<file path="config.mk">
export PLATFORM = sky130hd
export DESIGN_NAME = operand_issue_stage
export DESIGN_NICKNAME = d
export VERILOG_FILES = /design/src/rtl/operand_issue_stage.sv
export SDC_FILE = /design/constraint.sdc
export NUM_CORES = 1
export LEC_CHECK = 0
export BUFFER_PORTS_ARGS = -buffer_cell sky130_fd_sc_hd__buf_2
export CAP_MARGIN = 25
export CORE_AREA = 2 2 159 161
export DETAILED_ROUTE_END_ITERATION = 8
export DIE_AREA = 0 0 161 163
export PLACE_DENSITY_LB_ADDON = 0.05
export SYNTH_ARGS = -nofsm -noshare
export SYNTH_HDL_FRONTEND = slang
export SYNTH_SLANG_ARGS = --single-unit
</file>
<file path="constraint.sdc">
create_clock -name clk -period 1.9 [get_ports clk]
set_input_delay 0.095 -clock clk [delete_from_list [all_inputs] [get_ports clk]]
set_output_delay 0.095 -clock clk [all_outputs]
set_load 0.03 [all_outputs]
</file>
<file path="src/rtl/operand_issue_stage.sv">
// Decode-to-execute pipeline register. Resolves operands from RF/EX-MEM/WB,
// stalls on load-use hazards and counts stall cycles (saturating).
module operand_issue_stage #(
    parameter int CTRL_W = 12,
    parameter int CNT_W  = 16
) (
    input  logic              clk,
    input  logic              reset,
    input  logic              in_valid,
    output logic              in_ready,
    input  logic [4:0]        in_rs1,
    input  logic [4:0]        in_rs2,
    input  logic [4:0]        in_rd,
    input  logic              in_rd_we,
    input  logic              in_is_load,
    input  logic [CTRL_W-1:0] in_ctrl,
    input  logic [31:0]       in_imm,
    input  logic [31:0]       in_pc,
    input  logic [31:0]       rf_rd1,
    input  logic [31:0]       rf_rd2,
    input  logic              mem_valid,
    input  logic              mem_rd_we,
    input  logic [4:0]        mem_rd,
    input  logic              mem_is_load,
    input  logic [31:0]       mem_data,
    input  logic              wb_we,
    input  logic [4:0]        wb_rd,
    input  logic [31:0]       wb_data,
    input  logic              flush,
    output logic              out_valid,
    input  logic              out_ready,
    output logic [31:0]       out_rs1_val,
    output logic [31:0]       out_rs2_val,
    output logic [4:0]        out_rd,
    output logic              out_rd_we,
    output logic              out_is_load,
    output logic [CTRL_W-1:0] out_ctrl,
    output logic [31:0]       out_imm,
    output logic [31:0]       out_pc,
    output logic [CNT_W-1:0]  stall_count
);

    typedef enum logic {
        EMPTY = 1'b0,
        FULL  = 1'b1
    } state_t;

    state_t state_reg;

    logic [1:0][4:0]  src_idx;
    logic [1:0][31:0] src_rf;
    logic [1:0][31:0] src_val;
    logic [1:0]       src_hazard;

    logic mem_fwd_ok;
    logic mem_load_pending;
    logic full_load_pending;
    logic hazard;
    logic accept;

    assign src_idx = {in_rs2, in_rs1};
    assign src_rf  = {rf_rd2, rf_rd1};

    // A load in EX/MEM has no data yet, so it can only stall, never forward.
    assign mem_fwd_ok        = mem_valid & mem_rd_we & ~mem_is_load;
    assign mem_load_pending  = mem_valid & mem_rd_we & mem_is_load;
    assign full_load_pending = (state_reg == FULL) & out_rd_we & out_is_load;

    genvar gi;
    generate
        for (gi = 0; gi < 2; gi++) begin : g_src
            logic is_zero;
            logic mem_hit;
            logic wb_hit;

            assign is_zero = (src_idx[gi] == 5'd0);
            assign mem_hit = mem_fwd_ok & (mem_rd == src_idx[gi]);
            assign wb_hit  = wb_we & (wb_rd == src_idx[gi]);

            // Youngest producer wins; x0 is hardwired regardless of any bypass.
            assign src_val[gi] = is_zero ? 32'd0     :
                                 mem_hit ? mem_data  :
                                 wb_hit  ? wb_data   :
                                           src_rf[gi];

            assign src_hazard[gi] = ~is_zero &
                                    ((full_load_pending & (out_rd == src_idx[gi])) |
                                     (mem_load_pending  & (mem_rd == src_idx[gi])));
        end
    endgenerate

    assign hazard    = in_valid & (|src_hazard);
    assign in_ready  = reset & ((state_reg == EMPTY) | out_ready) & ~hazard & ~flush;
    assign accept    = in_valid & in_ready;
    assign out_valid = (state_reg == FULL);

    always_ff @(posedge clk or negedge reset) begin
        if (!reset) begin
            state_reg   <= EMPTY;
            out_rs1_val <= '0;
            out_rs2_val <= '0;
            out_rd      <= '0;
            out_rd_we   <= 1'b0;
            out_is_load <= 1'b0;
            out_ctrl    <= '0;
            out_imm     <= '0;
            out_pc      <= '0;
            stall_count <= '0;
        end else begin
            if (hazard && !flush && (stall_count != {CNT_W{1'b1}})) begin
                stall_count <= stall_count + CNT_W'(1);
            end

            if (flush) begin
                state_reg <= EMPTY;
            end else if (accept) begin
                state_reg   <= FULL;
                out_rs1_val <= src_val[0];
                out_rs2_val <= src_val[1];
                out_rd      <= in_rd;
                out_rd_we   <= in_rd_we;
                out_is_load <= in_is_load;
                out_ctrl    <= in_ctrl;
                out_imm     <= in_imm;
                out_pc      <= in_pc;
            end else if ((state_reg == FULL) && out_ready) begin
                state_reg <= EMPTY;
            end
        end
    end

endmodule

</file>
==> metrics.txt, run 1 <==
status=finished with violations; violated checks=setup timing; Final nets=1621; crit path cell chain=xor2_1 -> nor4_1 -> nand3_1 -> a21o_4 -> nand4_4 -> buf_4 -> clkbuf_16 -> mux2_2; Rows=58; GPL Wtd Cong=0.825; most common cell after layout, fill and taps aside=buf_2; Slew @ Worst Pin=0.699 ns; synthesis-to-finish area growth=74.9%; top cell type's share of synthesized area=51.4%; Pwr Total=0.0122 W; worst setup margin=-0.269 ns; Final Cycle Share=114%; critical setup path kind=flop to flop; Worst VDD drop=0.000478 V; Clock Latency Late Sink=0.43 ns; slowest stage cell on the critical path=dfrtp_2; leakage power total=7.10 nW; final hold viol count=0; CP Max Fanout=14; Netlist cell types=33; Syn Inst Count=810; initial antenna violation count=3; CORE AREA=0.0247 mm2; H-tree levels=4; Port Buffers=404; hold crit path type=input pin to flop; Die Y=163 um; post-placement cell count=1571; crit-path max cell delay=0.43 ns; Area contributors post-synth=dfrtp_1, nand2_1, mux2_1; ys async rst share=100%; Max Slew Vio Count=0; crit end category=flop; Syn Nets=1051; max_slew headroom=53.4%; Min Hold Slack=0.0251 ns; routed wire length=32600 um; layout cells sized above 1=52.2%; ys flop type=dfrtp_1; residual DRC count=0; final setup fails=163; num ports=405; total CTS buffers=17; Max Freq=461 MHz; data arrival time of the worst path=2.48 ns; Detailed Place HPWL=21000 um; DR iter-0 viols=474; most area-hungry cell type in the Yosys netlist=dfrtp_1; Power Dens Cells=876 mW/mm2; first-pass GRT wire length=49000 um; skew final=0.0149 ns; Synth Register Bits=164; most frequent cells in the layout=buf_2, nand2_1, dfrtp_1; clock sinks=164; post-synthesis sequential area ratio=51.4%; fin crit period=2.17 ns; fin cells=1725; global route total overflow=0; Max-Cap Viols=0; routed len/inst=18.9 um; largest net degree at the start of global routing=112; Die Width=161 um; area of the die=0.0262 mm2; vias per std cell=4.88; CTS Root Cell=clkbuf_16; Initial DRT Pass Iterations=4; CTS tree=yes; overall via count from detail_route=8420; Initial Util=32.4%; Data required, critical path=2.21 ns; number of global-route vias before repair=8715; Worst Setup Start Kind=flop; EDFF count, synth=0; Synth warnings=0; Post-Syn Area=0.00799 mm2; GRT Total Usage=24.1%; final antenna-violating net count=0; RSZ-0062 raised after global routing=yes; Reg clk slew, reported paths=0.07 ns; syn_area_per_cell=9.86 um2; Clock Path Buffers=2
## power by group
group / leakage [nW] / switching (W) / internal, W
clock: 0.270 / 0.00160 / 0.00185
sequential: 2.01 / 0.000407 / 0.00413
combinational: 4.82 / 0.00250 / 0.00174
## kinds of logic after synthesis
kind of cell | share of synthesized area (%)
and+or+nand+nor | 17.7
DFF | 51.4
AOI/OAI and AO/OA | 10.5
muxes | 11.7
buffers and inverters | 3.62
xor gates and xnor gates | 4.93
adders and majority gates | 0.157
## state kept, by name, indices dropped and copies added (netlist names)
| register | flops |
|---|---|
| out_rd_we | 1 |
| out_is_load | 1 |
| out_ctrl | 12 |
| out_imm | 32 |
| out_pc | 32 |
| out_rs2_val | 32 |
| stall_count | 16 |
| out_rs1_val | 32 |
| out_rd | 5 |
| out_valid | 1 |
## final cells by class
cell class | instances | area (um2)
Antenna cell | 2 | 5.00
Sequential cell | 164 | 4110
Fill cell | 2263 | 10700
Clock inverter | 13 | 138
Inverter | 2 | 7.51
Clock buffer | 19 | 433
Tap cell | 330 | 413
Multi-Input combinational cell | 588 | 4450
Timing Repair Buffer | 607 | 4410
## cells in the mapped netlist, types with 3 or more instances
cell / n
nor3_1: 3
buf_6: 7
nor4_1: 4
clkbuf_1: 38
nor2_1: 11
xnor2_1: 23
xor2_1: 22
nand4_1: 6
mux2_2: 39
mux2_1: 44
nand2_1: 207
nand3_1: 77
o31ai_1: 64
nor3_2: 4
buf_2: 12
o21ai_0: 65
dfrtp_1: 164
## stage by stage
stage	worst slack, ns	cell area, um2	setup TNS [ns]	util [%]
2_1_floorplan	-0.101	8060	-6.81	-
3_3_place_gp	-0.318	11100	-26.82	45.0
3_5_place_dp	-0.303	11100	-24.84	45.0
4_1_cts	-0.223	13600	-25.73	55.2
5_1_grt	-0.347	14000	-46.14	56.6
6_report	-0.269	14000	-31.15	56.6
## path summary, 6_finish.rpt
check | start | endpoint | slack [ns] | depth (start not counted)
min reg2reg | out_rs1_val[0]$_DFFE_PN0P_ | out_rs1_val[0]$_DFFE_PN0P_ | 0.47 | 2
max in group asynchronous | reset | out_rd[2]$_DFFE_PN0P_ | 0.95 | 3
max reg2reg | out_rd[1]$_DFFE_PN0P_ | out_pc[13]$_DFFE_PN0P_ | -0.27 | 8
min in group asynchronous | reset | out_rs2_val[30]$_DFFE_PN0P_ | 0.34 | 3
max | out_rd[1]$_DFFE_PN0P_ | out_pc[13]$_DFFE_PN0P_ | -0.27 | 8
min | mem_data[3] | out_rs2_val[3]$_DFFE_PN0P_ | 0.03 | 3
## worst max-delay path, delay by kind of cell, from the launching register on
| family | cells | cell delay (ns) |
|---|---|---|
| buffers and inverters | 2 | 0.36 |
| and+or+nand+nor | 3 | 0.51 |
| muxes | 1 | 0.34 |
| DFF | 1 | 0.43 |
| AOI/OAI and AO/OA | 1 | 0.27 |
| xor gates and xnor gates | 1 | 0.15 |
## layer usage
metal | GRT usage [%] | routed length, um | vias to the layer above
met3 | 5.32 | 2090 | 37
met2 | 42.8 | 16500 | 329
met4 | 7.51 | 567 | 0
met5 | 0 | 0 | -
li1 | - | - | 3962
met1 | 29.2 | 13400 | 4092
## timing repair
action,4_1_cts,5_1_grt
pin swaps,44,21
endpoints found under the hold margin,248,0
hold buffers,86,0
setup endpoints to repair,150,165
cloned,15,2
gates resized for setup,127,98
setup buffers,19,7
(Power assumes the default switching activity.)
==> run 2: changes to the inputs <==
--- a/config.mk
+++ b/config.mk
@@ -10,7 +10,8 @@
 export CORE_AREA = 2 2 159 161
 export DETAILED_ROUTE_END_ITERATION = 8
 export DIE_AREA = 0 0 161 163
-export PLACE_DENSITY_LB_ADDON = 0.05
+export PLACE_DENSITY_LB_ADDON = 0.15
+export SETUP_SLACK_MARGIN = 0.3
 export SYNTH_ARGS = -nofsm -noshare
 export SYNTH_HDL_FRONTEND = slang
 export SYNTH_SLANG_ARGS = --single-unit
==> run 2 against run 1 <==
  * The run still ends with setup timing left
  * Critical path depth unchanged
  * Hold slack improved by 0.0073 ns
  * Count of clock-buffer cells in the layout decreased by 2
  * Cell count decreased by 0.81%
  * Total power decreased by 0.68%
  * Sequential share of layout area increased by 0.60 points
  * Global-route usage decreased by 1.9 points
  * Utilization decreased by 1.1 points
  * Via count decreased by 1.4%
  * Sequential cell count unchanged
  * Design area decreased by 2.0%
  * Maximum frequency increased by 2.2%
  * Largest power group unchanged
==> metrics.txt, run 2 (same netlist as run 1, synthesis figures left out) <==
Initial Util=32.4% (unchanged); Die Width=161 um (unchanged); Port Buffers=404 (unchanged); Clock Path Buffers=2 (unchanged); Power Dens Cells=887 mW/mm2 (+1.3%); final setup fails=158 (-3.1%); # fillers=2249 (-0.62%); Data required, critical path=2.21 ns (about the same); clock sinks=164 (unchanged); critical setup path kind=flop to flop; vias per std cell=4.85 (-0.64%); RSZ-0062 raised after global routing=yes; routed len/inst=17.9 um (-4.9%); R2R setup slack=-0.22 ns (+0.05 ns); data arrival time of the worst path=2.43 ns (-0.05 ns); Worst Setup Start Kind=flop; GRT Total Usage=22.2% (-1.9 points); Reg clk slew, reported paths=0.07 ns (about the same); DP Area=0.0111 mm2 (+0.30%); GPL Wtd Cong=0.844 (+2.2%); crit end category=flop; max_slew headroom=38.2% (-15 points); H-tree levels=4 (unchanged); Final Cycle Share=112% (-2.5 points); Initial DRT Pass Iterations=5 (+1); Max Slew Vio Count=0 (unchanged); CTS Root Cell=clkbuf_16; Clock Latency Late Sink=0.43 ns (about the same); HP Start=mem_data[20]; residual DRC count=0 (unchanged); final hold viol count=0 (unchanged); CP Max Fanout=15 (+1); synthesis-to-finish area growth=71.4%; first-pass GRT wire length=45100 um (-7.8%); Max Freq=471 MHz (+2.2%); overall via count from detail_route=8298 (-1.4%); status=finished with violations; skew final=0.0110 ns (-0.00395 ns); Slew @ Worst Pin=0.927 ns (+0.228 ns); register area=0.00411 mm2 (unchanged); number of global-route vias before repair=8439 (-3.2%); reg-to-reg startpoint=out_rd[1]$_DFFE_PN0P_; Rows=58 (unchanged); total CTS buffers=17 (unchanged); final antenna-violating net count=0 (unchanged); violated checks=setup timing; Final nets=1607 (-0.86%); largest net degree at the start of global routing=165 (+47%); R2R depth=8 (unchanged); worst setup margin=-0.222 ns (+0.0469 ns); global route total overflow=0 (unchanged); fin crit period=2.12 ns (-0.0470 ns); hold path depth=3 (unchanged); Place WS=-0.270 ns (+0.0326 ns); Endpoint, Worst Hold=out_rs1_val[20]$_DFFE_PN0P_; Max-Cap Viols=0 (unchanged); layout cells sized above 1=51.3% (-0.85 points); hold crit path type=input pin to flop; Detailed Place HPWL=20700 um (-1.5%); routed wire length=30700 um (-5.7%); CTS tree=yes; setup_tns=-24.63 ns (+6.52 ns); most common cell after layout, fill and taps aside=buf_2; most frequent cells in the layout=buf_2, nand2_1, dfrtp_1; CORE AREA=0.0247 mm2 (unchanged); area of the multi-input gates=0.00439 mm2 (-1.4%); Die Y=163 um (unchanged); leakage power total=7.10 nW (about the same); worst reg2reg path endpoint=out_imm[27]$_DFFE_PN0P_; Final Instance Area=0.0137 mm2 (-2.0%); initial antenna violation count=2 (-1); Worst VDD drop=0.000478 V (about the same); area of the die=0.0262 mm2 (unchanged); num ports=405 (unchanged); DR iter-0 viols=386 (-19%); post-layout util=55.5% (-1.1 points)
## run 2: cell count changes in the layout (fill, tap and decap cells not counted), moves of 5 or more
cell     change
buf_12       -7
buf_8        -8
inv_6        -5
mux2_2      -15
mux2_4      +19
nand2_1     +30
nand2_2     -12
nand2_4     -18
o31ai_1     -21
o31ai_2     +26
o31ai_4      -5
## run 2: what timing repair did
action                     CTS  global route
pin swaps                    2            10
hold endpoints to repair   248             0
resized for setup           78            95
hold buffers                86             0
setup buffers                4             3
gates cloned                 4             6
setup endpoints to repair  165           165
## run 2: power by group
group	internal (W)	total, W	switching (W)
combinational	0.00172	0.00424	0.00252
clock	0.00176	0.00342	0.00166
sequential	0.00413	0.00449	0.000361
## run 2: how the worst max path moves through the flow
stage                          start                           to  slack, ns  cells after the start
2_1_floorplan  out_rd[1]$_DFFE_PN0P_     out_ctrl[10]$_DFFE_PN0P_      -0.10                      8
3_5_place_dp               in_rs1[1]   out_rs2_val[2]$_DFFE_PN0P_      -0.27                      9
5_1_grt        out_rd[1]$_DFFE_PN0P_   stall_count[6]$_DFFE_PN0P_      -0.33                      8
4_1_cts        out_rd[1]$_DFFE_PN0P_  stall_count[14]$_DFFE_PN0P_      -0.22                      8
3_3_place_gp   out_rd[1]$_DFFE_PN0P_  stall_count[15]$_DFFE_PN0P_      -0.20                      7
6_report       out_rd[1]$_DFFE_PN0P_      out_imm[27]$_DFFE_PN0P_      -0.22                      8
## run 2: area by class of cell
| cell class | instances | share of cell area [%] |
|---|---|---|
| well taps | 330 | 3.02 |
| clock buffers | 17 | 3.11 |
| repair buffers | 594 | 30.5 |
| clock inverters | 15 | 1.17 |
| multi-input cells | 587 | 32.0 |
| diodes | 2 | 0.0366 |
| inverters | 2 | 0.0548 |
| flip-flops and latches | 164 | 30.1 |
## run 2: critical path: stages (launching register included)
cell and delay (ns):
dfrtp_2 0.41, xor2_1 0.15, nor4_1 0.28, nand3_1 0.11, a21o_1 0.25, nand4_4 0.14, buf_12 0.18, buf_12 0.17
mux2_4 0.32
## run 2: metrics by stage
step | std cells | total power [W] | hold slack, ns
finish | 1711 | 0.0121 | 0.0324
floorplan | 810 | 0.00664 | -0.201
global route | 1711 | 0.0127 | 0.0500
CTS | 1700 | 0.0120 | 0.00991
detailed placement | 1574 | 0.00815 | 0.311
global placement | 1574 | 0.00809 | 0.306
## run 2: metal layers
layer / global-route usage, % / share of wire (%) / up-vias
li1: - / - / 3942
met1: 25.7 / 40 / 4019
met2: 39.5 / 52 / 280
met3: 5.70 / 5.6 / 57
met4: 8.69 / 3.0 / 0
met5: 0 / 0 / -
==> run 3: changes to the inputs <==
--- a/config.mk
+++ b/config.mk
@@ -7,9 +7,9 @@
 export LEC_CHECK = 0
 export BUFFER_PORTS_ARGS = -buffer_cell sky130_fd_sc_hd__buf_2
 export CAP_MARGIN = 25
-export CORE_AREA = 2 2 159 161
+export CORE_AREA = 2 2 157 159
 export DETAILED_ROUTE_END_ITERATION = 8
-export DIE_AREA = 0 0 161 163
+export DIE_AREA = 0 0 159 161
 export PLACE_DENSITY_LB_ADDON = 0.15
 export SETUP_SLACK_MARGIN = 0.3
 export SYNTH_ARGS = -nofsm -noshare
==> constraint.sdc (replaced) <==
create_clock -name clk -period 2.5 [get_ports clk]
set_input_delay 0.125 -clock clk [delete_from_list [all_inputs] [get_ports clk]]
set_output_delay 0.125 -clock clk [all_outputs]
set_load 0.03 [all_outputs]
==> run 3 against run 2 <==
  * The flow now finishes without violations
  * Total power decreased by 27%
  * Setup slack improved by 0.55 ns
  * Critical path depth increased by 1
  * Cell count decreased by 4.1%
  * Sequential power decreased by 24%
  * Largest power group unchanged
==> metrics.txt, run 3 (same netlist as run 1, synthesis figures left out) <==
status=complete, no violations; most common cell after layout, fill and taps aside=buf_2; Reg clk slew, reported paths=0.08 ns (about the same); # fillers=2284 (+1.6%); HP Start=mem_data[18]; overall via count from detail_route=7919 (-4.6%); area of the die=0.0256 mm2 (-2.5%); vias per std cell=4.83 (-0.44%); Initial DRT Pass Iterations=6 (+1); Slew @ Worst Pin=0.914 ns (-0.0121 ns); Power Dens Cells=727 mW/mm2 (-18%); Initial Util=33.3% (+0.96 points); routed len/inst=18.0 um (+0.29%); clock sinks=164 (unchanged); setup_tns=0 ns (+24.63 ns); max_slew headroom=39.0% (+0.81 points); leakage power total=6.16 nW (-13%); largest net degree at the start of global routing=94 (-43%); worst setup margin=0.327 ns (+0.549 ns); final antenna-violating net count=0 (unchanged); num ports=405 (unchanged); hold crit path type=input pin to flop; most frequent cells in the layout=buf_2, nand2_1, dfrtp_1; CP Max Fanout=9 (-6); number of global-route vias before repair=7993 (-5.3%); skew final=0.0176 ns (+0.00661 ns); GRT Total Usage=22.6% (+0.38 points); H-tree levels=4 (unchanged); register area=0.00410 mm2 (-0.24%); Max Freq=460 MHz (-2.3%); reg-to-reg startpoint=out_rd[3]$_DFFE_PN0P_; CTS tree=yes; synthesis-to-finish area growth=52.5%; Die Y=161 um (-1.2%); total CTS buffers=17 (unchanged); fin crit period=2.17 ns (+0.0509 ns); CTS Root Cell=clkbuf_16; Worst Setup Start Kind=flop; area of the multi-input gates=0.00366 mm2 (-16%); Port Buffers=404 (unchanged); crit end category=flop; Critical Path Start=out_rd[3]$_DFFE_PN0P_; DR iter-0 viols=401 (+3.9%); Clock Latency Late Sink=0.43 ns (about the same); initial antenna violation count=2 (unchanged); CORE AREA=0.0240 mm2 (-2.9%); Die Width=159 um (-1.2%); Final Cycle Share=86.9% (-25 points); global route total overflow=0 (unchanged); Detailed Place HPWL=21200 um (+2.3%); Final nets=1543 (-4.0%); critical setup path kind=flop to flop; Max Slew Vio Count=0 (unchanged); layout cells sized above 1=40.4% (-11 points); residual DRC count=0 (unchanged); Worst VDD drop=0.000354 V (-26%); GPL Wtd Cong=0.852 (+0.97%); data arrival time of the worst path=2.49 ns (+0.06 ns); Rows=57 (-1.7%); Place WS=0.201 ns (+0.471 ns); Clock Path Buffers=2 (unchanged); first-pass GRT wire length=45400 um (+0.51%); RSZ-0062 raised after global routing=yes; final setup fails=0 (-100%); final hold viol count=0 (unchanged); routed wire length=29500 um (-3.9%); Data required, critical path=2.81 ns (+0.60 ns); Max-Cap Viols=0 (unchanged)
## run 3: changes by cell type in the layout (fill, tap and decap cells not counted), moves of 30 or more
cell     change
mux2_1      +34
mux2_2      +30
o31ai_2     -48
mux2_4      -64
buf_4       -35
o31ai_1     +58
## run 3: worst max-delay path: stages (launching register included)
cell       delay [ns]
dfrtp_1          0.42
xor2_1           0.17
nor4_2           0.23
nand3_1          0.11
a21o_1           0.22
nand4_4          0.13
buf_12           0.18
buf_12           0.13
clkbuf_16        0.15
mux2_1           0.33
## run 3: metal layers
metal  wire, um  global-route usage [%]  vias to the layer above
li1           -                       -                     3803
met1      12200                    27.5                     3775
met2      15000                    40.0                      295
met3       1740                    5.39                       44
met4        579                    6.49                        2
met5         13                       0                        -
## run 3: final timing paths
kind | depth (start not counted) | endpoint | slack (ns)
setup / recovery | 9 | out_imm[18]$_DFFE_PN0P_ | 0.33
hold / removal | 3 | out_rs2_val[18]$_DFFE_PN0P_ | 0.04
setup reg to reg | 9 | out_imm[18]$_DFFE_PN0P_ | 0.33
hold reg to reg | 2 | out_rs2_val[18]$_DFFE_PN0P_ | 0.47
max in group asynchronous | 4 | out_rs2_val[22]$_DFFE_PN0P_ | 1.02
min in group asynchronous | 3 | out_is_load$_DFFE_PN0P_ | 0.38
## run 3: cell type report
| cell class | count | area share (%) |
|---|---|---|
| flip-flops and latches | 164 | 33.7 |
| multi-input cells | 587 | 30.1 |
| repair buffers | 530 | 27.8 |
| clock buffers | 17 | 3.49 |
| well taps | 324 | 3.33 |
| clock inverters | 15 | 1.52 |
| inverters | 2 | 0.0616 |
| diodes | 1 | 0.0205 |
## run 3: per-stage QoR
stage               hold slack [ns]  std cells  cell area, um2  util [%]  power (W)
global placement              0.300       1508           10500      43.6    0.00601
finish                       0.0424       1640           12200      50.8    0.00885
global route                 0.0509       1640           12200      50.8    0.00930
detailed placement            0.298       1508           10500      43.6    0.00605
CTS                          0.0252       1633           12100      50.3    0.00894
floorplan                    -0.171        810            7990         -    0.00502
## run 3: where the power goes
part | total [W] | switching (W) | internal, W
combinational | 0.00275 | 0.00177 | 0.000982
sequential | 0.00339 | 0.000260 | 0.00313
clock | 0.00271 | 0.00127 | 0.00144
total | 0.00885 | 0.00330 | 0.00555
## run 3: repair_timing
| item | CTS | global route |
|---|---|---|
| pin swaps | 2 | 2 |
| hold buffers | 86 | 0 |
| gates resized for setup | 4 | 8 |
| endpoints found under the setup margin | 84 | 102 |
| buffers inserted | 5 | 4 |
| gates cloned | 2 | 2 |
| hold endpoints to repair | 199 | 0 |
